--- config.mk ---
export PLATFORM = sky130hd
export DESIGN_NAME = stack_arbiter_flat
export DESIGN_NICKNAME = d
export VERILOG_FILES = /design/src/rtl/stack_arbiter_if.sv /design/src/rtl/stack_arbiter.sv /design/src/flat_wrapper.sv
export SDC_FILE = /design/constraint.sdc
export NUM_CORES = 1
export LEC_CHECK = 0
export CAP_MARGIN = 25
export CORE_MARGIN = 8
export CORE_UTILIZATION = 37
export CTS_CLUSTER_DIAMETER = 60
export DETAILED_ROUTE_END_ITERATION = 10
export PLACE_DENSITY = 0.76
export SLEW_MARGIN = 20
export SYNTH_ARGS = -nofsm -noshare
export SYNTH_HDL_FRONTEND = slang
export SYNTH_SLANG_ARGS = --single-unit
export TNS_END_PERCENT = 1
--- constraint.sdc ---
create_clock -name clk -period 2.2 [get_ports clk]
set_clock_uncertainty 0.1 [all_clocks]
set_input_delay 0.44 -clock clk [delete_from_list [all_inputs] [get_ports clk]]
set_output_delay 0.44 -clock clk [all_outputs]
set_load 0.02 [all_outputs]
--- src/rtl/stack_arbiter_if.sv ---
// rtl/stack_arbiter_if.sv - requester, response and stack-drive signals of stack_arbiter
interface stack_arbiter_if #(
  parameter int DEPTH = 15
);
  localparam int CW = $clog2(DEPTH + 1);

  logic          req0;
  logic          req1;
  logic          op0;
  logic          op1;
  logic [31:0]   wdata0;
  logic [31:0]   wdata1;
  logic          gnt0;
  logic          gnt1;
  logic [31:0]   rdata;
  logic          err;
  logic          stk_push;
  logic          stk_pop;
  logic [31:0]   stk_din;
  logic [31:0]   stk_dout;
  logic          busy;
  logic [CW-1:0] count;

  // master: requesters plus the stack itself; slave: the arbiter
  modport master (
    output req0, req1, op0, op1, wdata0, wdata1, stk_dout,
    input  gnt0, gnt1, rdata, err, stk_push, stk_pop, stk_din, busy, count
  );

  modport slave (
    input  req0, req1, op0, op1, wdata0, wdata1, stk_dout,
    output gnt0, gnt1, rdata, err, stk_push, stk_pop, stk_din, busy, count
  );
endinterface

--- src/rtl/stack_arbiter.sv ---
// rtl/stack_arbiter.sv - round-robin arbiter serialising two requesters onto one hardware stack
module stack_arbiter #(
  parameter int DEPTH = 15
) (
  input  logic           clk,
  input  logic           reset,
  stack_arbiter_if.slave bus
);
  localparam int CW = $clog2(DEPTH + 1);

  typedef enum logic [1:0] {IDLE, ISSUE, SETTLE, RESP} state_t;

  state_t        r_state;
  state_t        w_next;
  logic          r_winner;
  logic          r_last_winner;
  logic          r_op;
  logic          r_err;
  logic [31:0]   r_wdata;
  logic [31:0]   r_rdata;
  logic [CW-1:0] r_count;

  logic          w_any_req;
  logic          w_win;
  logic          w_op;
  logic          w_legal;
  logic [31:0]   w_wdata;

  assign w_any_req = bus.req0 | bus.req1;
  assign w_win     = (bus.req0 & bus.req1) ? ~r_last_winner : bus.req1;
  assign w_op      = w_win ? bus.op1 : bus.op0;
  assign w_wdata   = w_win ? bus.wdata1 : bus.wdata0;
  assign w_legal   = w_op ? (r_count != CW'(DEPTH)) : (r_count != '0);

  always_ff @(posedge clk or posedge reset) begin
    if (reset) begin
      r_state <= IDLE;
    end else begin
      r_state <= w_next;
    end
  end

  always_comb begin
    w_next = r_state;
    case (r_state)
      IDLE:    if (w_any_req) w_next = w_legal ? ISSUE : RESP;
      ISSUE:   w_next = SETTLE;
      SETTLE:  w_next = RESP;
      RESP:    w_next = IDLE;
      default: w_next = IDLE;
    endcase
  end

  // Operation context is frozen at the IDLE sample, so later req/op changes cannot disturb it
  always_ff @(posedge clk or posedge reset) begin
    if (reset) begin
      r_winner      <= 1'b0;
      r_last_winner <= 1'b1;
      r_op          <= 1'b0;
      r_err         <= 1'b0;
      r_wdata       <= '0;
      r_rdata       <= '0;
      r_count       <= '0;
    end else begin
      case (r_state)
        IDLE: begin
          if (w_any_req) begin
            r_winner <= w_win;
            r_op     <= w_op;
            r_wdata  <= w_wdata;
            r_err    <= ~w_legal;
            r_rdata  <= '0;
          end
        end
        ISSUE: begin
          if (r_op) begin
            r_count <= r_count + 1'b1;
          end else begin
            r_count <= r_count - 1'b1;
            r_rdata <= bus.stk_dout;
          end
        end
        RESP:    r_last_winner <= r_winner;
        default: ;
      endcase
    end
  end

  always_comb begin
    bus.stk_push = 1'b0;
    bus.stk_pop  = 1'b0;
    bus.stk_din  = '0;
    bus.gnt0     = 1'b0;
    bus.gnt1     = 1'b0;
    bus.err      = 1'b0;
    bus.busy     = (r_state != IDLE);
    case (r_state)
      ISSUE: begin
        bus.stk_push = r_op;
        bus.stk_pop  = ~r_op;
        bus.stk_din  = r_op ? r_wdata : '0;
      end
      RESP: begin
        bus.gnt0 = ~r_winner;
        bus.gnt1 = r_winner;
        bus.err  = r_err;
      end
      default: ;
    endcase
  end

  assign bus.rdata = r_rdata;
  assign bus.count = r_count;
endmodule

--- src/flat_wrapper.sv ---
// flat-port wrapper written by rule: the top's interface ports become plain ports
module stack_arbiter_flat 
#(
  parameter int DEPTH = 15
)
  (clk, reset, bus_req0, bus_req1, bus_op0, bus_op1, bus_wdata0, bus_wdata1, bus_stk_dout, bus_gnt0, bus_gnt1, bus_rdata, bus_err, bus_stk_push, bus_stk_pop, bus_stk_din, bus_busy, bus_count);
  stack_arbiter_if #(.DEPTH(DEPTH)) bus_i ();
  input  logic clk;
  input  logic reset;
  input wire logic [$bits(bus_i.req0)-1:0] bus_req0;
  input wire logic [$bits(bus_i.req1)-1:0] bus_req1;
  input wire logic [$bits(bus_i.op0)-1:0] bus_op0;
  input wire logic [$bits(bus_i.op1)-1:0] bus_op1;
  input wire logic [$bits(bus_i.wdata0)-1:0] bus_wdata0;
  input wire logic [$bits(bus_i.wdata1)-1:0] bus_wdata1;
  input wire logic [$bits(bus_i.stk_dout)-1:0] bus_stk_dout;
  output wire logic [$bits(bus_i.gnt0)-1:0] bus_gnt0;
  output wire logic [$bits(bus_i.gnt1)-1:0] bus_gnt1;
  output wire logic [$bits(bus_i.rdata)-1:0] bus_rdata;
  output wire logic [$bits(bus_i.err)-1:0] bus_err;
  output wire logic [$bits(bus_i.stk_push)-1:0] bus_stk_push;
  output wire logic [$bits(bus_i.stk_pop)-1:0] bus_stk_pop;
  output wire logic [$bits(bus_i.stk_din)-1:0] bus_stk_din;
  output wire logic [$bits(bus_i.busy)-1:0] bus_busy;
  output wire logic [$bits(bus_i.count)-1:0] bus_count;
  assign bus_i.req0 = bus_req0;
  assign bus_i.req1 = bus_req1;
  assign bus_i.op0 = bus_op0;
  assign bus_i.op1 = bus_op1;
  assign bus_i.wdata0 = bus_wdata0;
  assign bus_i.wdata1 = bus_wdata1;
  assign bus_i.stk_dout = bus_stk_dout;
  assign bus_gnt0 = bus_i.gnt0;
  assign bus_gnt1 = bus_i.gnt1;
  assign bus_rdata = bus_i.rdata;
  assign bus_err = bus_i.err;
  assign bus_stk_push = bus_i.stk_push;
  assign bus_stk_pop = bus_i.stk_pop;
  assign bus_stk_din = bus_i.stk_din;
  assign bus_busy = bus_i.busy;
  assign bus_count = bus_i.count;
  stack_arbiter #(.DEPTH(DEPTH)) u_core (.clk(clk), .reset(reset), .bus(bus_i));
endmodule
==> results of run 1 <==
[synth_stat cells (3+ instances only)]
library cell and count:
sky130_fd_sc_hd__buf_2 3, sky130_fd_sc_hd__o21ai_1 5, sky130_fd_sc_hd__and3_1 32, sky130_fd_sc_hd__inv_1 7, sky130_fd_sc_hd__mux2i_1 34, sky130_fd_sc_hd__clkbuf_1 17, sky130_fd_sc_hd__o21ai_2 28, sky130_fd_sc_hd__o21ai_0 34
sky130_fd_sc_hd__ha_1 6, sky130_fd_sc_hd__buf_4 3, sky130_fd_sc_hd__nand2_1 99, sky130_fd_sc_hd__nor2_1 5, sky130_fd_sc_hd__buf_6 8, sky130_fd_sc_hd__dfrtp_1 73
[worst register-to-register path, cell delays in order, from the launching register on]
cell	delay (ps)
sky130_fd_sc_hd__dfrtp_2	460
sky130_fd_sc_hd__inv_1	170
sky130_fd_sc_hd__ha_1	260
sky130_fd_sc_hd__a21o_1	220
sky130_fd_sc_hd__a2111oi_2	380
sky130_fd_sc_hd__a31oi_1	70
sky130_fd_sc_hd__a311o_1	320
[routing by layer]
metal	GRT usage	routed length, um
met5	0	0
met4	0.0588	162
met3	0.0765	1380
met2	0.258	5010
met1	0.199	4830
[placed cells by master (no fill, tap or decap), types with 2 or more instances in the layout]
cell type / synthesis / routed
sky130_fd_sc_hd__bufinv_16: 0 / 2
sky130_fd_sc_hd__and3_1: 32 / 32
sky130_fd_sc_hd__o21ai_1: 5 / 4
sky130_fd_sc_hd__clkdlybuf4s15_2: 0 / 7
sky130_fd_sc_hd__buf_4: 3 / 12
sky130_fd_sc_hd__and2_1: 2 / 2
sky130_fd_sc_hd__clkdlybuf4s50_1: 0 / 137
sky130_fd_sc_hd__clkbuf_1: 17 / 2
sky130_fd_sc_hd__nor2_1: 5 / 4
sky130_fd_sc_hd__o21ai_0: 34 / 34
sky130_fd_sc_hd__a31oi_1: 2 / 2
sky130_fd_sc_hd__nand2_1: 99 / 99
sky130_fd_sc_hd__nor4_1: 2 / 2
sky130_fd_sc_hd__a21oi_1: 2 / 2
sky130_fd_sc_hd__mux2i_1: 34 / 34
sky130_fd_sc_hd__clkinvlp_4: 0 / 3
sky130_fd_sc_hd__dlygate4sd2_1: 0 / 4
sky130_fd_sc_hd__o21ai_2: 28 / 28
sky130_fd_sc_hd__dfrtp_1: 73 / 72
sky130_fd_sc_hd__mux2_2: 2 / 2
sky130_fd_sc_hd__inv_1: 7 / 5
sky130_fd_sc_hd__ha_1: 6 / 5
sky130_fd_sc_hd__clkbuf_8: 0 / 9
sky130_fd_sc_hd__buf_2: 3 / 26
sky130_fd_sc_hd__buf_12: 0 / 8
[cell type report]
type,count,area share
Clock buffer,11,0.0224
Clock inverter,5,0.0137
Inverter,7,0.00512
Multi-Input combinational cell,268,0.289
Sequential cell,74,0.316
Tap cell,133,0.0284
Timing Repair Buffer,196,0.325
[cells by family after synthesis]
group	after synthesis	synth area share
XOR/XNOR	2	0.00470
AND/OR/NAND/NOR	145	0.175
adder cells (fa/ha/maj)	7	0.0255
multiplexers	36	0.0973
flip-flops	74	0.497
AO/OA/AOI/OAI	78	0.142
buffers and inverters	38	0.0584
[registers in the layout, summed over array words and instances, names as in the netlist]
signal	count
u_core.bus.count	4
u_core.bus.rdata	32
u_core.r_err	1
u_core.r_last_winner	1
u_core.r_op	1
u_core.r_state	2
u_core.r_wdata	32
u_core.r_winner	1
[worst paths after layout]
path                                   endpoint  slack, ps  cells after the start
setup / recovery                 bus_stk_din[3]         80                      5
hold / removal             u_core.bus.rdata[24]        290                      2
setup reg to reg            u_core.bus.count[3]        120                      6
hold reg to reg             u_core.bus.rdata[1]        380                      2
max in group asynchronous  u_core.r_last_winner       1120                      3
min in group clk            u_core.bus.rdata[1]        380                      2
[through the flow]
| step | util | hold slack (ps) |
|---|---|---|
| after floorplan | - | 342 |
| after global placement | 0.584 | 356 |
| after detailed placement | 0.584 | 364 |
| after CTS | 0.610 | 273 |
| after global routing | 0.600 | 296 |
| final | 0.600 | 294 |
[power breakdown]
group / total, mW / switching (mW) / leakage (nW) / internal, mW
clock network: 1.12 / 0.487 / 0.0995 / 0.638
registers: 2.27 / 0.359 / 0.942 / 1.91
logic: 3.87 / 2.20 / 1.69 / 1.67
total: 7.27 / 3.04 / 2.74 / 4.23
[what timing repair did]
action	CTS	global route
setup buffers	0	1
resized for setup	109	31
hold buffers	0	0
endpoints found under the setup margin	38	32
gates cloned	0	1
==> impl_metrics.json, run 1 <==
{
  "layoutNonFillerInstCount": 694,
  "drt_first_pass_iters": 4,
  "die_x_um": 116,
  "placement_rows": 36,
  "crit_path_max_fanout": 27,
  "p_total_mw": 7.27,
  "postSynth.topFlopCell": "sky130_fd_sc_hd__dfrtp_1",
  "postSynthNetCount": 489,
  "placement.setup.worst_slack_ps": -3.10,
  "worst-endpoint-arrival_ps": 1580,
  "fp.dieArea_um2": 13500,
  "cts_root_buffer": "sky130_fd_sc_hd__clkbuf_8",
  "vdd_drop_max_v": 0.000668,
  "antenna_cells": 0,
  "power-per-cell-area_nw_per_um2": 1240,
  "tightest_slew_ps": 390,
  "track_usage": 0.166,
  "initial_core_util": 0.381,
  "final_period_minus_worst_setup_slack_ps": 2120,
  "synth_async_sr_flop_share": 1.00,
  "slowest_stage_delay_on_critical_path_ps": 390,
  "overflow": 0,
  "place_inst": 676,
  "drt_drc_violations_left": 0,
  "crit_path_top_delay_cell": "sky130_fd_sc_hd__dfrtp_1",
  "grt_start_max_net_pins": 67,
  "setup_slack_ps": 79.2,
  "relative_slew_slack": 0.738,
  "avgViaCountPerCell": 4.87,
  "vias": 3382,
  "core_footprint_um2": 9770,
  "postPlaceCellArea_um2": 5710,
  "clkTransAtPathRegs_ps": 80,
  "netlist-cell-type-count": 35,
  "status": "finished clean",
  "critPathLaunchType": "flip-flop",
  "slew_viol_final": 0,
  "area.growth.synth_to_final_pct": 57.2,
  "timing.critical_path.buf_inv": 3,
  "cts_num_sinks": 74,
  "cellLeakagePower_nw": 2.74,
  "num_io_pins": 176,
  "clockBufferDepth": 2,
  "final_number_of_setup_violating_endpoints": 0,
  "worst_path_dominant_cell_family": "buffers and inverters",
  "syn-cell-area_um2": 3730,
  "seq_area_um2": 1850,
  "multi_input_comb_area_um2": 1700,
  "die-height_um": 116,
  "synth_enable_flop_cells": 0,
  "clk_latency_ps": 340,
  "post_synth_inst_count": 380,
  "finish.net_count": 665,
  "yosys-top-cells-area": "sky130_fd_sc_hd__dfrtp_1, sky130_fd_sc_hd__nand2_1, sky130_fd_sc_hd__mux2i_1, sky130_fd_sc_hd__o21ai_2, sky130_fd_sc_hd__and3_1",
  "max_freq_mhz": 472,
  "class_of_the_most_critical_setup_path": "flip-flop to primary output",
  "antenna_violations_before_repair": 0,
  "postRouteAntennaNets": 0,
  "critPathCaptureType": "primary output",
  "number_of_endpoints_with_negative_hold_slack_in_the_final_report": 0,
  "cp.required_ps": 1660,
  "rsz_0062_raised_after_global_routing": "no",
  "worst_setup_path_startpoint": "u_core.r_state[1]",
  "setup_total_negative_slack_ps": 0,
  "layout_worst_path_cycle_share": 0.964,
  "synth.top_cell.area_share": 0.490,
  "routed_wire_length_per_instance_um": 16.4,
  "vias_in_the_first_global_route": 3540,
  "final_layout_size_suffix_gt1_frac": 0.196,
  "drv_cap": 0,
  "synthDominantAreaCellType": "sky130_fd_sc_hd__dfrtp_1",
  "tritoncts": "built",
  "crit_chain": "inv_2 > ha_4 > buf_12 > and3_1 > clkdlybuf4s15_2",
  "n_fill_cell": 866,
  "globalplace.congestion": 0.790,
  "yosysSeqAreaShare": 0.497,
  "crit-reg2reg-launch": "u_core.r_op",
  "global_route_wire_length_before_repair_um": 17700,
  "synth.avg_cell_area_um2": 9.81,
  "wl_final_um": 11400,
  "drtIter0Drc": 150,
  "hpwlAfterDp_um": 8630,
  "number_of_buffers_inserted_by_port_buffering": 175,
  "stdcell_area_um2": 5860,
  "htreeDepth": 3,
  "ys.warnings.count": 0,
  "worst_hold_path_type": "input pin to async pin",
  "ys_seq_elements": 74,
  "cts_buffers": 9
}
No activity file was read; power rests on OpenSTA's default activity.
==> run 2, diff against run 1 <==
CAP_MARGIN = default   (was 25)
==> results of run 2 <==
The final DEF is identical to that of run 1; final timing and power are the same.
==> RTL edit 1 (settings of run 2) <==
`DEPTH` is set to 15 in 3 places; all go to 16.
--- a/src/rtl/stack_arbiter_if.sv
+++ b/src/rtl/stack_arbiter_if.sv
@@ -1,6 +1,6 @@
 // rtl/stack_arbiter_if.sv - requester, response and stack-drive signals of stack_arbiter
 interface stack_arbiter_if #(
-  parameter int DEPTH = 15
+  parameter int DEPTH = 16
 );
   localparam int CW = $clog2(DEPTH + 1);
 
--- a/src/rtl/stack_arbiter.sv
+++ b/src/rtl/stack_arbiter.sv
@@ -1,6 +1,6 @@
 // rtl/stack_arbiter.sv - round-robin arbiter serialising two requesters onto one hardware stack
 module stack_arbiter #(
-  parameter int DEPTH = 15
+  parameter int DEPTH = 16
 ) (
   input  logic           clk,
   input  logic           reset,
--- a/src/flat_wrapper.sv
+++ b/src/flat_wrapper.sv
@@ -1,7 +1,7 @@
 // flat-port wrapper written by rule: the top's interface ports become plain ports
 module stack_arbiter_flat 
 #(
-  parameter int DEPTH = 15
+  parameter int DEPTH = 16
 )
   (clk, reset, bus_req0, bus_req1, bus_op0, bus_op1, bus_wdata0, bus_wdata1, bus_stk_dout, bus_gnt0, bus_gnt1, bus_rdata, bus_err, bus_stk_push, bus_stk_pop, bus_stk_din, bus_busy, bus_count);
   stack_arbiter_if #(.DEPTH(DEPTH)) bus_i ();
Interface: changed (resized bus_count); port bits go from 176 to 177. No check against the original RTL was run, so the function may have changed too.
==> RTL edit 1 against run 2 <==
  * Worst setup slack worse by 0.0050 ns
  * Total power down 0.71%
  * Sequential share of layout area up 0.12 points
  * Design area up 0.98%
  * Maximum frequency down 0.24%
  * Register-to-register slack better by 0.03 ns
  * Cell count up 2.0%
  * Routed wire length about the same
  * Synthesized area down 0.70%
  * Die area down 0.61%
  * Global-route usage up 0.51 points
  * Sequential cell count up 1
  * Count of clock-buffer cells in the layout down 1
  * Clock power up 4%
  * Critical path type unchanged
==> RTL edit 1: results (changes against run 2) <==
----------------------------------------------------
[Synth]
  Post-synthesis instance total ... 388 (+2.1%)
  Distinct cell type count after synthesis ... 37 (+5.7%)
  Compound-gate portion of the synthesized area ... 0.1203 (-0.02164)
  Count of state elements after synthesis ... 75 (+1.4%)
  Sequential element share of the synthesized area ... 0.5073 (+0.01029)
  Most area-consuming cells after synthesis ... dfrtp_1, nand2_1, mux2i_1, and3_1, o21ai_0
  Top cell types by occurrence after synthesis ... nand2_1, dfrtp_1, o21ai_0
  Synthesized Nets ... 498 (+1.8%)

[Worst setup path]
  Critical path peak fanout ... 16 (-41%)
  Worst setup path endpoint ... bus_stk_din[31]
  Worst R2R End ... u_core.bus.count[4]
  Reg-to-reg slack, setup ... 0.15 ns (+0.03 ns)

[Global route]
  Wire length of the first global-routing pass ... 18.09 mm (+2.3%)
  Largest net degree at the start of global routing ... 65 (-3.0%)
  Overall global routing resource usage ... 0.1715 (+0.005125)

[Status]
  Result of the run ... finished, final reports clean

[Finish]
  Sequential portion of the cell area ... 0.3175 (+0.001150)
  Fraction of layout instances using a drive strength above 1 ... 0.1461 (-0.04999)
  Multi-input logic cell count ... 274 (+2.2%)
  Clk cell area share ... 0.03679 (+0.0007061)
  Multi-input logic area ... 1637 um^2 (-3.5%)
  Proportion of cell area occupied by multi-input gates ... 0.2765 (-0.01296)
  Net total in the final layout ... 680 (+2.3%)
  Portion of the layout cell area used by non-clock buffers ... 0.3347 (+0.01016)
  Fill cell count ... 830 (-4.2%)

[Detailed routing]
  Iteration-0 DRC count of the detailed router ... 212 (+41%)
  Avg WL per Cell ... 16.06 um (-2.1%)
  Total wire length ... 11.37 mm (about the same)

[Pwr]
  Sw Ratio ... 0.4097 (-0.008857)
  Max rail drop VDD ... 0.0007137 V (+6.8%)

[STA]
  Normalized max-slew margin ... 0.6466 (-0.09100)
  Setup WS post-layout ... 0.07420 ns (-0.005038 ns)
  Hold slack final ... 0.3750 ns (+0.08147 ns)

[Placement]
  Worst Setup Slack post-DPL ... -0.02646 ns (-0.02337 ns)
  Number of placed cells counting well taps ... 692 (+2.4%)
  Number of I/O port buffers ... 176 (+0.57%)
  Post-place instance area ... 5758 um^2 (+0.79%)
  Final HPWL from detailed placement ... 8.777 mm (+1.7%)
  Final weighted congestion in routability-driven placement ... 0.8389 (+6.2%)

[CTS]
  Post-cts resize count ... 90 (-17%)

----------------------------------------------------
## RTL edit 1: power groups by stage
| stage | Sequential [uW] | Combinational (uW) | Clock [uW] |
|---|---|---|---|
| 2_1_floorplan | 2430 | 2170 | 0 |
| 3_3_place_gp | 2280 | 3770 | 0 |
| 3_5_place_dp | 2280 | 3900 | 0 |
| 4_1_cts | 2270 | 3850 | 1210 |
| 5_1_grt | 2340 | 4190 | 1250 |
| 6_report | 2280 | 3770 | 1170 |
## RTL edit 1: worst max-delay path, stage by stage, from the launching register on
cell	delay, ns
dfrtp_1	0.40
inv_2	0.09
ha_4	0.17
buf_12	0.14
and3_1	0.18
clkdlybuf4s15_2	0.27
## RTL edit 1: per-layer routing
layer / GRT usage / vias to the layer above / part of all wire / wire (um)
met5: 0 / - / 0 / 0
met2: 0.2790 / 148 / 0.46 / 5233
met4: 0.06137 / 0 / 0.011 / 129
li1: - / 1683 / - / -
met3: 0.05628 / 11 / 0.097 / 1098
met1: 0.2076 / 1596 / 0.43 / 4908
==> RTL edit 2 (flow settings as in run 2) <==
Made on the original files. Encoding of `state_t`: now Gray code (2 bits for 4 states).
--- a/src/rtl/stack_arbiter.sv
+++ b/src/rtl/stack_arbiter.sv
@@ -8,7 +8,7 @@
 );
   localparam int CW = $clog2(DEPTH + 1);
 
-  typedef enum logic [1:0] {IDLE, ISSUE, SETTLE, RESP} state_t;
+  typedef enum logic [1:0] {IDLE = 2'b00, ISSUE = 2'b01, SETTLE = 2'b11, RESP = 2'b10} state_t;
 
   state_t        r_state;
   state_t        w_next;
Function: no difference found for any inputs over 10 cycles, from zero or initial values and one cycle with reset high; not proved beyond that.
==> RTL edit 2 against run 2 <==
  * Synthesized area fell by 8.6%
  * Routed wire length fell by 10%
  * Sequential share of layout area rose by 2.5 points
  * Sequential cell count did not move
  * Worst setup slack improved by 0.0028 ns
  * Total power fell by 4.4%
  * Global-route usage fell by 0.34 points
  * Design area fell by 7.5%
==> RTL edit 2: results (changes against run 2) <==
----------------------------------------------------
[Status]
  Result of the run ... finished, final reports clean

[Synth]
  Top cell types by occurrence after synthesis ... dfrtp_1, nor2_1, and2_1
  Most area-consuming cells after synthesis ... dfrtp_1, mux2i_1, a22o_1, and2_1, a21oi_1
  Xor and xnor fraction of the mapped netlist area ... 0.007706 (+0.003008)
  Distinct cell type count after synthesis ... 31 (-11%)
  Synthesized Nets ... 401 (-18%)
  Mean instance size in the synthesized netlist ... 11.52 um^2 (+17%)
  Sequential element share of the synthesized area ... 0.5435 (+0.04651)

[Placement]
  Final HPWL from detailed placement ... 7.692 mm (-11%)
  Number of placed cells counting well taps ... 576 (-15%)
  Worst Setup Slack post-DPL ... 0.004496 ns (+0.007593 ns)
  Post-place instance area ... 5336 um^2 (-6.6%)

[STA]
  Normalized max-slew margin ... 0.7024 (-0.03518)

[Pwr]
  Max rail drop VDD ... 0.0006342 V (-5.1%)
  Power drawn by the combinational cells ... 3450 uW (-11%)
  Standby leakage power ... 0.002484 uW (-9.2%)
  Net Sw Power ... 2651 uW (-13%)
  Seq pwr share ... 0.324 (+0.011)
  Areal power density over the cells ... 1282 nW/um^2 (+3.4%)

[Detailed routing]
  Total wire length ... 10.22 mm (-10%)
  Average via count per standard cell ... 4.846 (-0.56%)

[Worst setup path]
  Worst R2R End ... u_core.bus.rdata[8]
  Reg-to-reg slack, setup ... 0.36 ns (+0.24 ns)
  Critical path peak fanout ... 4 (-85%)

[Finish]
  Fill cell count ... 792 (-8.5%)
  Fraction of layout instances using a drive strength above 1 ... 0.1500 (-0.04608)
  Final cell count without fillers ... 591 (-15%)
  Relative area change from synthesis to final layout ... 58.97%

[Global route]
  Vias in the first global route ... 3177 (-10%)
  Overall global routing resource usage ... 0.1630 (-0.003384)

[CTS]
  Post-cts resize count ... 107 (-1.8%)

----------------------------------------------------
[RTL edit 2: changes by cell type after synthesis, moves of 5 or more]
cell | run 2 | this run
o21ai_0 | 34 | 2
o21ai_1 | 5 | 0
nand2_1 | 99 | 2
a21oi_1 | 2 | 34
nor2_1 | 5 | 36
o21ai_2 | 28 | 0
buf_2 | 3 | 11
and2_1 | 2 | 35
clkbuf_1 | 17 | 2
a22o_1 | 1 | 32
and3_1 | 32 | 0
[RTL edit 2: final cells by class]
| cell class | instances | area share |
|---|---|---|
| flip-flops and latches | 74 | 0.3419 |
| repair buffers | 190 | 0.3255 |
| multi-input cells | 197 | 0.2609 |
| well taps | 111 | 0.02562 |
| clock buffers | 10 | 0.02355 |
| clock inverters | 5 | 0.01916 |
| inverters | 4 | 0.003463 |
[RTL edit 2: critical path, delay by kind of cell (launching register included)]
family	cells	cell delay, ns
flip-flops	1	0.38
buffers and inverters	1	0.34
AND/OR/NAND/NOR	3	0.51
[RTL edit 2: worst max-delay path by stage]
stage                      start         endpoint
3_3_place_gp            bus_req1     u_core.r_err
6_report       u_core.r_state[1]   bus_stk_din[1]
3_5_place_dp   u_core.r_state[1]  bus_stk_din[13]
5_1_grt        u_core.r_state[1]   bus_stk_din[1]
2_1_floorplan  u_core.r_state[1]  bus_stk_din[22]
4_1_cts        u_core.r_state[1]  bus_stk_din[13]
[RTL edit 2: routing by layer]
layer	routed length, um	global-route usage	vias to the layer above
met4	83	0.04047	0
met1	4171	0.1777	1359
li1	-	-	1383
met3	977	0.07955	8
met2	4991	0.2783	114
met5	0	0	-
[RTL edit 2: kinds of logic after synthesis]
family          Yosys count
fa+ha+maj                 3
compound gates           72
xor+xnor                  3
simple gates             81
buf+inv                  25
flops                    74
mux                      38
